### src/rtl/tlb_op_unit_pkg.sv
// tlb_op_unit_pkg: shared MMU types, TLB geometry and op encodings for the TLB maintenance unit
package tlb_op_unit_pkg;
  localparam int N_TLB_ENTRIES = 32;
  localparam int TLB_IDX_W = $clog2(N_TLB_ENTRIES);
  localparam int TLB_OP_LATENCY = 2;
  typedef enum logic [1:0] {TLBR = 2'd0, TLBWI = 2'd1, TLBWR = 2'd2, TLBP = 2'd3} tlb_op_t;
  typedef logic [TLB_IDX_W-1:0] tlb_index_t;
  typedef struct packed {
    logic [31:0] entry_hi;
    logic [31:0] entry_lo0;
    logic [31:0] entry_lo1;
    logic [31:0] page_mask;
  } tlb_entry_t;
  function automatic logic is_write(tlb_op_t op);
    return op == TLBWI || op == TLBWR;
  endfunction
endpackage

### src/rtl/tlb_op_unit_random_reg.sv
// tlb_random_reg: CP0 Random counter, decrements each cycle and wraps to the top at or below Wired
module tlb_random_reg #(
  parameter int N = 32
) (
  input  logic                 clk,
  input  logic                 rst,
  input  logic [$clog2(N)-1:0] wired,
  input  logic                 wired_we,
  output logic [$clog2(N)-1:0] random
);
  localparam int W = $clog2(N);
  localparam logic [W-1:0] TOP = W'(N - 1);
  always_ff @(posedge clk)
    random <= (rst || wired_we || random <= wired) ? TOP : random - 1'b1;
endmodule

### src/rtl/tlb_op_unit.sv
// tlb_op_unit: TLBR/TLBWI/TLBWR/TLBP sequencer onto the MMU tlbrw/tlbp ports with Random and CP0 writeback (per-op counters under TLB_OP_PERF_EN)
module tlb_op_unit
  import tlb_op_unit_pkg::*;
(
  input  logic        clk,
  input  logic        rst,
`ifdef TLB_OP_PERF_EN
  output logic [31:0] perf_cnt [4],
  output logic [31:0] perf_tlbp_miss,
`endif
  input  logic        req_valid,
  output logic        req_ready,
  input  logic [1:0]  req_op,
  input  logic [31:0] cp0_index,
  input  tlb_index_t  cp0_wired,
  input  logic        cp0_wired_we,
  input  logic [31:0] cp0_entry_hi,
  input  tlb_entry_t  cp0_wrentry,
  output tlb_index_t  cp0_random,
  output logic        resp_valid,
  output tlb_op_t     resp_op,
  output tlb_entry_t  resp_rdentry,
  output logic [31:0] resp_index,
  output logic        tlb_updated,
  output tlb_index_t  tlbrw_index,
  output logic        tlbrw_we,
  output tlb_entry_t  tlbrw_wrdata,
  input  tlb_entry_t  tlbrw_rddata,
  output logic [31:0] tlbp_entry_hi,
  input  logic [31:0] tlbp_index
);
  typedef enum logic [1:0] {IDLE, ISSUE, DONE} state_t;
  state_t state;
  tlb_op_t op;
  logic unused;
  assign unused = ^cp0_index[31:TLB_IDX_W];
  tlb_random_reg #(.N(N_TLB_ENTRIES)) u_random (
    .clk(clk),
    .rst(rst),
    .wired(cp0_wired),
    .wired_we(cp0_wired_we),
    .random(cp0_random)
  );
  always_ff @(posedge clk)
    if (rst) begin
      state <= IDLE;
      op <= TLBR;
      req_ready <= 1'b1;
      resp_valid <= 1'b0;
      tlb_updated <= 1'b0;
      tlbrw_we <= 1'b0;
      tlbrw_index <= '0;
      tlbrw_wrdata <= '0;
      tlbp_entry_hi <= '0;
      resp_op <= TLBR;
      resp_rdentry <= '0;
      resp_index <= '0;
    end else begin
      tlbrw_we <= 1'b0;
      resp_valid <= 1'b0;
      tlb_updated <= 1'b0;
      case (state)
        IDLE: if (req_valid) begin
          state <= ISSUE;
          req_ready <= 1'b0;
          op <= tlb_op_t'(req_op);
          tlbrw_index <= tlb_op_t'(req_op) == TLBWR ? cp0_random : cp0_index[TLB_IDX_W-1:0];
          tlbrw_wrdata <= cp0_wrentry;
          tlbp_entry_hi <= cp0_entry_hi;
          tlbrw_we <= is_write(tlb_op_t'(req_op));
        end
        ISSUE: begin
          state <= DONE;
          resp_valid <= 1'b1;
          tlb_updated <= is_write(op);
          resp_op <= op;
          if (op == TLBR) resp_rdentry <= tlbrw_rddata;
          if (op == TLBP) resp_index <= tlbp_index;
        end
        default: begin
          state <= IDLE;
          req_ready <= 1'b1;
        end
      endcase
    end
`ifdef TLB_OP_PERF_EN
  always_ff @(posedge clk)
    if (rst) begin
      for (int i = 0; i < 4; i++) perf_cnt[i] <= '0;
      perf_tlbp_miss <= '0;
    end else if (resp_valid) begin
      perf_cnt[resp_op] <= perf_cnt[resp_op] + 32'd1;
      if (resp_op == TLBP && resp_index[31]) perf_tlbp_miss <= perf_tlbp_miss + 32'd1;
    end
`endif
endmodule

### config.mk
export PLATFORM = sky130hd
export DESIGN_NAME = tlb_op_unit
export DESIGN_NICKNAME = d
export VERILOG_FILES = /design/src/rtl/tlb_op_unit_pkg.sv /design/src/rtl/tlb_op_unit_random_reg.sv /design/src/rtl/tlb_op_unit.sv
export SDC_FILE = /design/constraint.sdc
export NUM_CORES = 1
export LEC_CHECK = 0
export CORE_AREA = 2 2 272 274
export DETAILED_ROUTE_END_ITERATION = 6
export DIE_AREA = 0 0 274 276
export PLACE_DENSITY = 0.45
export SLEW_MARGIN = 20
export SYNTH_ARGS = -nofsm -noshare
export SYNTH_HDL_FRONTEND = slang
export SYNTH_SLANG_ARGS = --single-unit
### constraint.sdc
create_clock -name clk -period 1.7 [get_ports clk]
set_clock_uncertainty 0.2 [all_clocks]
set_input_delay 0.255 -clock clk [delete_from_list [all_inputs] [get_ports clk]]
set_output_delay 0.255 -clock clk [all_outputs]
set_load 0.01 [all_outputs]
==> flow_metrics.tcl, run 1 <==
set metrics [dict create \
    hold_start "tlbrw_rddata[48]" \
    min_to "resp_rdentry[48]$_SDFFE_PP0P_" \
    rsz0062_at_grt "true" \
    hold_viol 0 \
    grt_pass1_vias 12300 \
    area.growth.synth_to_final_pct 79.0 \
    drc 0 \
    gp_congestion 0.831 \
    synth_edf_count 0 \
    cts_tree "yes" \
    fmax_mhz 594 \
    ir_drop_mv 0.621 \
    ys_seq_elements 340 \
    status "completed" \
    syn_area_per_cell_um2 8.08 \
    startpoint_type "flop" \
    die_h_um 276 \
    critPathMaxFanout 6 \
    met1_usage 0.146 \
    vias_per_cell 3.95 \
    r2r_start "state[1]$_SDFFE_PP0N_" \
    hold_class "primary input to flop" \
    setup_viol 0 \
    post-place-ws_ns -0.410 \
    grt_pass1_wl_mm 77.1 \
    ys_types 27 \
    power_leakage_nw 9.00 \
    coreArea_mm2 0.0726 \
    cts_buffer_depth 3 \
    tightest_slew_ns 0.430 \
    initial_core_util 0.165 \
    grt.busiest_layer "met2" \
    port_buffers 671 \
    nets 2547 \
    dieArea_mm2 0.0756 \
    fin_ws_ns 0.0161 \
    grt_overflow 0 \
    h-tree-depth 2 \
    syn_area_mm2 0.0120 \
    num_io_pins 699 \
    arrival_ns 1.96 \
    mostFrequentLayoutCell "nand2_1" \
    antenna_found_initial 5 \
    synthArstFlopShare 0 \
    clkLatencyLatePin_ns 0.55 \
    cts_sinks 340 \
    cts_made_buffers 43 \
    maxSlewHeadroom 0.713 \
    setup_tns_ns 0 \
    cts-root-buf "clkbuf_16" \
    synth.yosys.seq_area_share 0.567 \
    drtPass1Iterations 5 \
    r2r-end "resp_rdentry[106]$_SDFFE_PP0P_" \
    period_needed_ns 1.68 \
    worst-endpoint-required_ns 1.98 \
    drive_gt1_frac 0.0973 \
    grt_max_degree 53 \
    syn_nets 1858 \
    finalCritPeriodShare 0.991 \
    ff2ff_path_depth 6 \
    grt.met2_usage 0.232 \
    hpwl_mm 39.1 \
    yosys_warnings 0 \
    p_per_area_mw_per_mm2 950 \
    drv_slew 0 \
    end_kind "flop" \
    rows 99 \
    syn_inst 1486 \
    wl_mm 54.0 \
    whs_path_depth 3 \
    die_w_um 274 \
    grt.total_usage 0.132 \
    worstSetupPathType "flop to flop" \
    gr-usage-met3 0.0421 \
    clk_pin_slew_ns 0.06 \
    dr_total_vias 12500 \
    final_cell_mix "nand2_1 (639), clkdlybuf4s50_1 (334), dfxtp_1 (331), a21oi_1 (307), dlygate4sd2_1 (252)" \
    drv_cap 0 \
    first_iter_violations 577 \
    wire_per_inst_um 17.1 \
    ys.flop_type "dfxtp_1" \
    r2r_slack_ns 0.02 \
    ant_nets 0 \
]
==> per-layer routing <==
metal | part of all wire | vias up
met5 | 0 | -
li1 | - | 6169
met1 | 0.40 | 5829
met3 | 0.077 | 89
met4 | 0.031 | 0
met2 | 0.50 | 415
==> where the power goes <==
part | switching (mW) | total (mW) | internal [mW]
clock | 3.58 | 8.76 | 5.18
combinational | 1.44 | 3.07 | 1.63
sequential | 0.203 | 8.58 | 8.37
total | 5.22 | 20.4 | 15.2
==> cells in the mapped netlist, types with 3 or more instances <==
cell,instances,area share
o211ai_1,5,0.0031
inv_1,10,0.0031
mux2i_1,7,0.0058
buf_2,42,0.018
buf_6,25,0.023
clkbuf_1,36,0.011
a211oi_1,5,0.0031
buf_4,4,0.0025
a21oi_1,324,0.14
nor2_1,12,0.0038
ha_1,9,0.0094
buf_1,3,0.00094
xnor2_1,3,0.0022
dfxtp_1,340,0.57
nand2_1,645,0.20
==> area by class of cell <==
class,instances,area [um2]
diodes,5,12.5
clock buffers,56,1220
clock inverters,14,108
fillers,7865,51100
inverters,10,37.5
multi-input cells,1026,4600
flip-flops and latches,340,6830
well taps,959,1200
repair buffers,754,7470
==> cells by family (layout without fill, tap and decap cells) <==
group | Yosys count | count (layout) | synth area share
other | 0 | 5 | 0
XOR/XNOR | 3 | 3 | 0.00219
AO/OA/AOI/OAI | 337 | 337 | 0.143
AND/OR/NAND/NOR | 670 | 670 | 0.214
buffers and inverters | 120 | 834 | 0.0588
flip-flops | 340 | 340 | 0.567
multiplexers | 7 | 7 | 0.00584
adder cells (fa/ha/maj) | 9 | 9 | 0.00938
==> worst max path at each step <==
stage                                       start                              to  slack (ns)  cells past startpoint
finish                      state[1]$_SDFFE_PP0N_  resp_rdentry[106]$_SDFFE_PP0P_        0.02                      6
global route                   op[0]$_SDFFE_PP0P_   resp_rdentry[28]$_SDFFE_PP0P_       -0.04                      8
CTS                 resp_rdentry[84]$_SDFFE_PP0P_                resp_rdentry[84]      0.0002                      1
detailed placement                   cp0_wired[4]   u_random.random[1]$_SDFF_PP1_       -0.41                      6
global placement                     cp0_wired[4]   u_random.random[1]$_SDFF_PP1_       -0.34                      6
floorplan                      op[0]$_SDFFE_PP0P_   resp_rdentry[61]$_SDFFE_PP0P_        0.19                      7
==> worst max-delay path, cell delays in order, from the launching register on <==
cell	delay, ns
dfxtp_4	0.36
buf_6	0.12
and3b_4	0.41
buf_12	0.17
clkbuf_16	0.17
nand2_1	0.06
a21oi_1	0.12
==> flip-flops by register name, summed over array words and instances, names as in the netlist, 2 cells and up <==
name / flops
tlbrw_wrdata: 128
tlbrw_index: 5
tlbp_entry_hi: 32
u_random.random: 5
resp_rdentry: 128
resp_op: 2
state: 2
op: 2
resp_index: 32
==> metrics by stage <==
step                utilization  cells  total power, mW  instance area, um2  hold WS, ns
floorplan                     -   1486             9.88               12000        0.191
global placement          0.275   3064             11.9               19900        0.241
detailed placement        0.275   3064             11.9               19900        0.245
CTS                       0.289   3139             20.6               21000      0.00280
global route              0.296   3164             21.4               21500       0.0258
finish                    0.296   3164             20.4               21500       0.0508
==> repair_timing <==
item / in CTS / in global routing
pin swaps: 0 / 25
gates resized for setup: 390 / 111
endpoints found under the hold margin: 22 / 0
endpoints found under the setup margin: 353 / 264
cloned: 0 / 13
hold buffers: 2 / 0
setup buffers: 3 / 7
(Power assumes the default switching activity.)
==> run 2, diff against run 1 <==
--- a/config.mk
+++ b/config.mk
@@ -5,10 +5,12 @@
 export SDC_FILE = /design/constraint.sdc
 export NUM_CORES = 1
 export LEC_CHECK = 0
-export CORE_AREA = 2 2 272 274
+export CELL_PAD_IN_SITES_DETAIL_PLACEMENT = 0
+export CELL_PAD_IN_SITES_GLOBAL_PLACEMENT = 1
+export CORE_AREA = 2 2 276 278
 export DETAILED_ROUTE_END_ITERATION = 6
-export DIE_AREA = 0 0 274 276
-export PLACE_DENSITY = 0.45
+export DIE_AREA = 0 0 278 280
+export PLACE_DENSITY = 0.57
 export SLEW_MARGIN = 20
 export SYNTH_ARGS = -nofsm -noshare
 export SYNTH_HDL_FRONTEND = slang
==> flow_metrics.tcl, run 2 (synthesis gave the netlist of run 1 again) <==
set metrics [dict create \
    status "completed" \
    first_iter_violations 422 \
    hold_viol 0 \
    dieArea_mm2 0.0778 \
    mostFrequentLayoutCell "nand2_1" \
    rsz0062_at_grt "true" \
    cts_sinks 340 \
    rows 101 \
    fmax_mhz 594 \
    reg_top3 "resp_rdentry x128, tlbrw_wrdata x128" \
    tightest_slew_ns 0.457 \
    final_cell_mix "nand2_1 (643), clkdlybuf4s50_1 (334), dfxtp_1 (324), a21oi_1 (310), dlygate4sd2_1 (176)" \
    drtPass1Iterations 4 \
    grt_overflow 0 \
    coreArea_mm2 0.0752 \
    instances_no_fill 3284 \
    drv_cap 0 \
    drc 0 \
    grt_pass1_wl_mm 78.9 \
    initial_core_util 0.160 \
    dpl-instance-area_mm2 0.0201 \
    grt_max_degree 51 \
    port_buffers 671 \
    p_per_area_mw_per_mm2 924 \
    area.growth.synth_to_final_pct 88.4 \
    num_io_pins 699 \
    design_area_mm2 0.0226 \
    hpwl_mm 40.7 \
    antenna_found_initial 2 \
    worst-endpoint-required_ns 1.96 \
    fin_ws_ns 0.0155 \
    critPathMaxFanout 13 \
    ant_nets 0 \
    finalCritPeriodShare 0.991 \
    post-place-ws_ns -0.550 \
    setup_tns_ns 0 \
    cts_made_buffers 43 \
    cts_buffer_depth 3 \
    dp.cells 3102 \
    end_kind "flop" \
    period_needed_ns 1.68 \
    dr_total_vias 12900 \
    vias_per_cell 3.92 \
    gp_congestion 0.831 \
    wl_mm 56.8 \
    setup_viol 0 \
    worstSetupPathType "flop to flop" \
    hold_class "primary input to flop" \
    fillers 7991 \
    nets 2646 \
    drive_gt1_frac 0.112 \
    final_util 0.301 \
    wire_per_inst_um 17.3 \
    maxSlewHeadroom 0.687 \
    startpoint_type "flop" \
    die_h_um 280 \
    clk_pin_slew_ns 0.06 \
    cts_tree "yes" \
    clkLatencyLatePin_ns 0.56 \
    grt.total_usage 0.132 \
    grt_pass1_vias 12700 \
    cts-root-buf "clkbuf_16" \
    power_leakage_nw 9.19 \
    ir_drop_mv 0.653 \
    arrival_ns 1.95 \
    drv_slew 0 \
    die_w_um 278 \
    h-tree-depth 2 \
]
-- run 2: changes by cell type in the layout (fill, tap and decap cells not counted), moves of 5 or more --
cell	delta
buf_12	-5
clkdlybuf4s15_1	+43
dfxtp_1	-7
dfxtp_2	+9
buf_4	+11
dlygate4sd2_1	-76
dlygate4sd3_1	+85
clkdlybuf4s15_2	+32
clkbuf_1	+5
-- run 2: timing repair --
action / CTS / global route
setup endpoints to repair: 374 / 249
cloned: 2 / 11
gates resized for setup: 522 / 96
hold buffers: 87 / 0
setup buffers: 2 / 4
hold endpoints to repair: 114 / 0
pin swaps: 1 / 3
-- run 2: critical path, stage by stage (launching register included) --
cell,delay (ns)
dfxtp_2,0.32
buf_4,0.13
nor3b_4,0.24
buf_12,0.22
buf_4,0.18
nor2_1,0.04
a211oi_1,0.21
-- run 2: metal layers --
metal	wire length, um	global-route usage	vias up	part of all wire
met5	13	0	-	0.00023
met4	1480	0.0435	2	0.026
met3	3650	0.0380	84	0.064
met2	27600	0.230	413	0.49
met1	24000	0.154	6013	0.42
li1	-	-	6367	-
-- run 2: path summary, 6_finish.rpt --
kind / start / end / slack (ns) / depth (start not counted)
max: state[1]$_SDFFE_PP0N_ / tlbrw_index[0]$_SDFFE_PP0P_ / 0.02 / 6
min: cp0_wrentry[78] / tlbrw_wrdata[78]$_SDFFE_PP0P_ / 0.05 / 3
max reg2reg: state[1]$_SDFFE_PP0N_ / tlbrw_index[0]$_SDFFE_PP0P_ / 0.02 / 6
min reg2reg: tlbrw_wrdata[65]$_SDFFE_PP0P_ / tlbrw_wrdata[65]$_SDFFE_PP0P_ / 0.25 / 2
-- run 2: area by class of cell --
type | count | area (um2) | share of cell area
Clock inverter | 16 | 144 | 0.00636
Multi-Input combinational cell | 1026 | 4570 | 0.202
Antenna cell | 2 | 5.00 | 0.000221
Inverter | 10 | 37.5 | 0.00166
Tap cell | 978 | 1220 | 0.0541
Sequential cell | 340 | 6830 | 0.302
Clock buffer | 59 | 1220 | 0.0538
Timing Repair Buffer | 853 | 8590 | 0.380
-- run 2: stage by stage --
| step | hold slack [ns] | power, mW |
|---|---|---|
| 6_report | 0.0468 | 20.9 |
| 5_1_grt | 0.0127 | 21.9 |
| 4_1_cts | 0.0000773 | 21.2 |
| 3_5_place_dp | 0.243 | 12.0 |
| 3_3_place_gp | 0.240 | 12.0 |
| 2_1_floorplan | 0.191 | 9.88 |
-- run 2: where the power goes --
group          internal (mW)  switching (mW)  total (mW)
Sequential              8.38           0.212        8.59
Clock                   5.29            3.66        8.95
Combinational           1.82            1.53        3.35
Total                   15.5            5.40        20.9
==> run 3, diff against run 2 <==
==> constraint.sdc (replaced) <==
create_clock -name clk -period 1.7 [get_ports clk]
set_clock_uncertainty 0.2 [all_clocks]
set_input_delay 0.255 -clock clk [delete_from_list [all_inputs] [get_ports clk]]
set_output_delay 0.255 -clock clk [all_outputs]
set_load 0.005 [all_outputs]
==> flow_metrics.tcl, run 3 (synthesis gave the netlist of run 1 again) <==
set metrics [dict create \
    vias_per_cell 3.98 \
    instances_no_fill 3289 \
    gp_congestion 0.814 \
    mostFrequentLayoutCell "nand2_1" \
    grt.total_usage 0.133 \
    clkLatencyLatePin_ns 0.57 \
    dr_total_vias 13100 \
    tightest_slew_ns 0.630 \
    violations "setup timing" \
    reg_top3 "resp_rdentry x128, tlbrw_wrdata x128" \
    grt_pass1_wl_mm 79.8 \
    cts-root-buf "clkbuf_16" \
    worst-endpoint-required_ns 1.93 \
    grt_max_degree 74 \
    antenna_found_initial 6 \
    grt_overflow 0 \
    power_leakage_nw 10.1 \
    final_util 0.313 \
    whs_ns 0.0442 \
    crit_path_top_delay_cell "or3b_4" \
    cp_num_buf_inv 3 \
    rows 101 \
    grt_pass1_vias 12800 \
    critPathMaxFanout 5 \
    setup_viol 13 \
    cts_sinks 340 \
    coreArea_mm2 0.0752 \
    cts_tree "yes" \
    fmax_mhz 577 \
    ir_drop_mv 0.589 \
    drv_slew 0 \
    cts_buffer_depth 3 \
    initial_core_util 0.160 \
    worstSetupPathType "flop to flop" \
    dp.cells 3086 \
    arrival_ns 1.97 \
    maxSlewHeadroom 0.568 \
    first_iter_violations 402 \
    area.growth.synth_to_final_pct 96.0 \
    dpl-instance-area_mm2 0.0200 \
    clk_pin_slew_ns 0.06 \
    hold_viol 0 \
    cts_made_buffers 43 \
    p_per_area_mw_per_mm2 899 \
    startpoint_type "flop" \
    die_h_um 280 \
    die_w_um 278 \
    design_area_mm2 0.0235 \
    end_kind "flop" \
    finalCritPeriodShare 1.02 \
    nets 2650 \
    drv_cap 0 \
    dieArea_mm2 0.0778 \
    cpPeakStageDelay_ns 0.45 \
    drc 0 \
    rsz0062_at_grt "true" \
    crit_chain "or3b_4 > buf_12 > buf_12 > clkbuf_16 > nand2_2 > a21oi_2" \
    drive_gt1_frac 0.154 \
    h-tree-depth 2 \
    crit_top_cell "buf_12" \
    wl_mm 59.2 \
    hpwl_mm 40.3 \
    port_buffers 671 \
    drtPass1Iterations 4 \
    cp_top_family "simple AND/OR/NAND/NOR gates" \
    period_needed_ns 1.73 \
    post-place-ws_ns -0.551 \
    wire_per_inst_um 18.0 \
    fin_ws_ns -0.0325 \
    status "finished with violations" \
    ant_nets 0 \
    hold_class "primary input to flop" \
    final_cell_mix "nand2_1 (583), clkdlybuf4s50_1 (334), dfxtp_1 (316), dlygate4sd2_1 (293), a21oi_1 (253)" \
    num_io_pins 699 \
]
[run 3: layout make-up]
| class | instances | area [um2] |
|---|---|---|
| antenna | 2 | 5.00 |
| fill | 7980 | 51700 |
| inverter | 10 | 40.0 |
| clock buffer | 69 | 1340 |
| timing repair buffer | 856 | 8880 |
| sequential | 340 | 6850 |
| tap | 978 | 1220 |
| clock inverter | 7 | 55.1 |
| multi-input combinational | 1027 | 5140 |
[run 3: report_power, final]
part | leakage [nW] | switching (mW) | internal (mW)
registers | 2.78 | 0.221 | 8.38
clock network | 0.679 | 3.66 | 5.36
logic | 6.63 | 1.55 | 1.99
[run 3: timing repair]
| item | in CTS | in global routing |
|---|---|---|
| gates cloned | 5 | 28 |
| setup buffers | 6 | 9 |
| setup endpoints to repair | 396 | 229 |
| endpoints found under the hold margin | 109 | 0 |
| gates resized for setup | 414 | 233 |
| hold buffers | 78 | 0 |
| pin swaps | 2 | 80 |
[run 3: per-layer routing]
layer  wire, um  vias up  part of all wire  track usage
met5         66        -            0.0011            0
met4       1610       10             0.027       0.0432
met3       4280      102             0.072       0.0434
met2      28800      435              0.49        0.233
met1      24500     6148              0.41        0.154
li1           -     6394                 -            -
[run 3: path summary, 6_finish.rpt]
kind	end	from	cells after the start	slack (ns)
worst max-delay path	tlbrw_wrdata[20]$_SDFFE_PP0P_	state[0]$_SDFFE_PP0N_	6	-0.03
worst min register to register	resp_rdentry[98]$_SDFFE_PP0P_	resp_rdentry[98]$_SDFFE_PP0P_	2	0.25
worst min-delay path	tlbrw_wrdata[69]$_SDFFE_PP0P_	cp0_wrentry[69]	3	0.04
worst max register to register	tlbrw_wrdata[20]$_SDFFE_PP0P_	state[0]$_SDFFE_PP0N_	6	-0.03
[run 3: worst register-to-register path, stage by stage (launching register included)]
cell and delay, ns:
dfxtp_2 0.32, or3b_4 0.45, buf_12 0.18, buf_12 0.15, clkbuf_16 0.17, nand2_2 0.08, a21oi_2 0.05
[run 3: through the flow]
stage | TNS, ns | total power, mW
finish | -0.162 | 21.2
floorplan | 0 | 9.73
global route | -3.26 | 22.1
CTS | -0.395 | 21.1
detailed placement | -71.84 | 11.8
global placement | -69.13 | 11.8
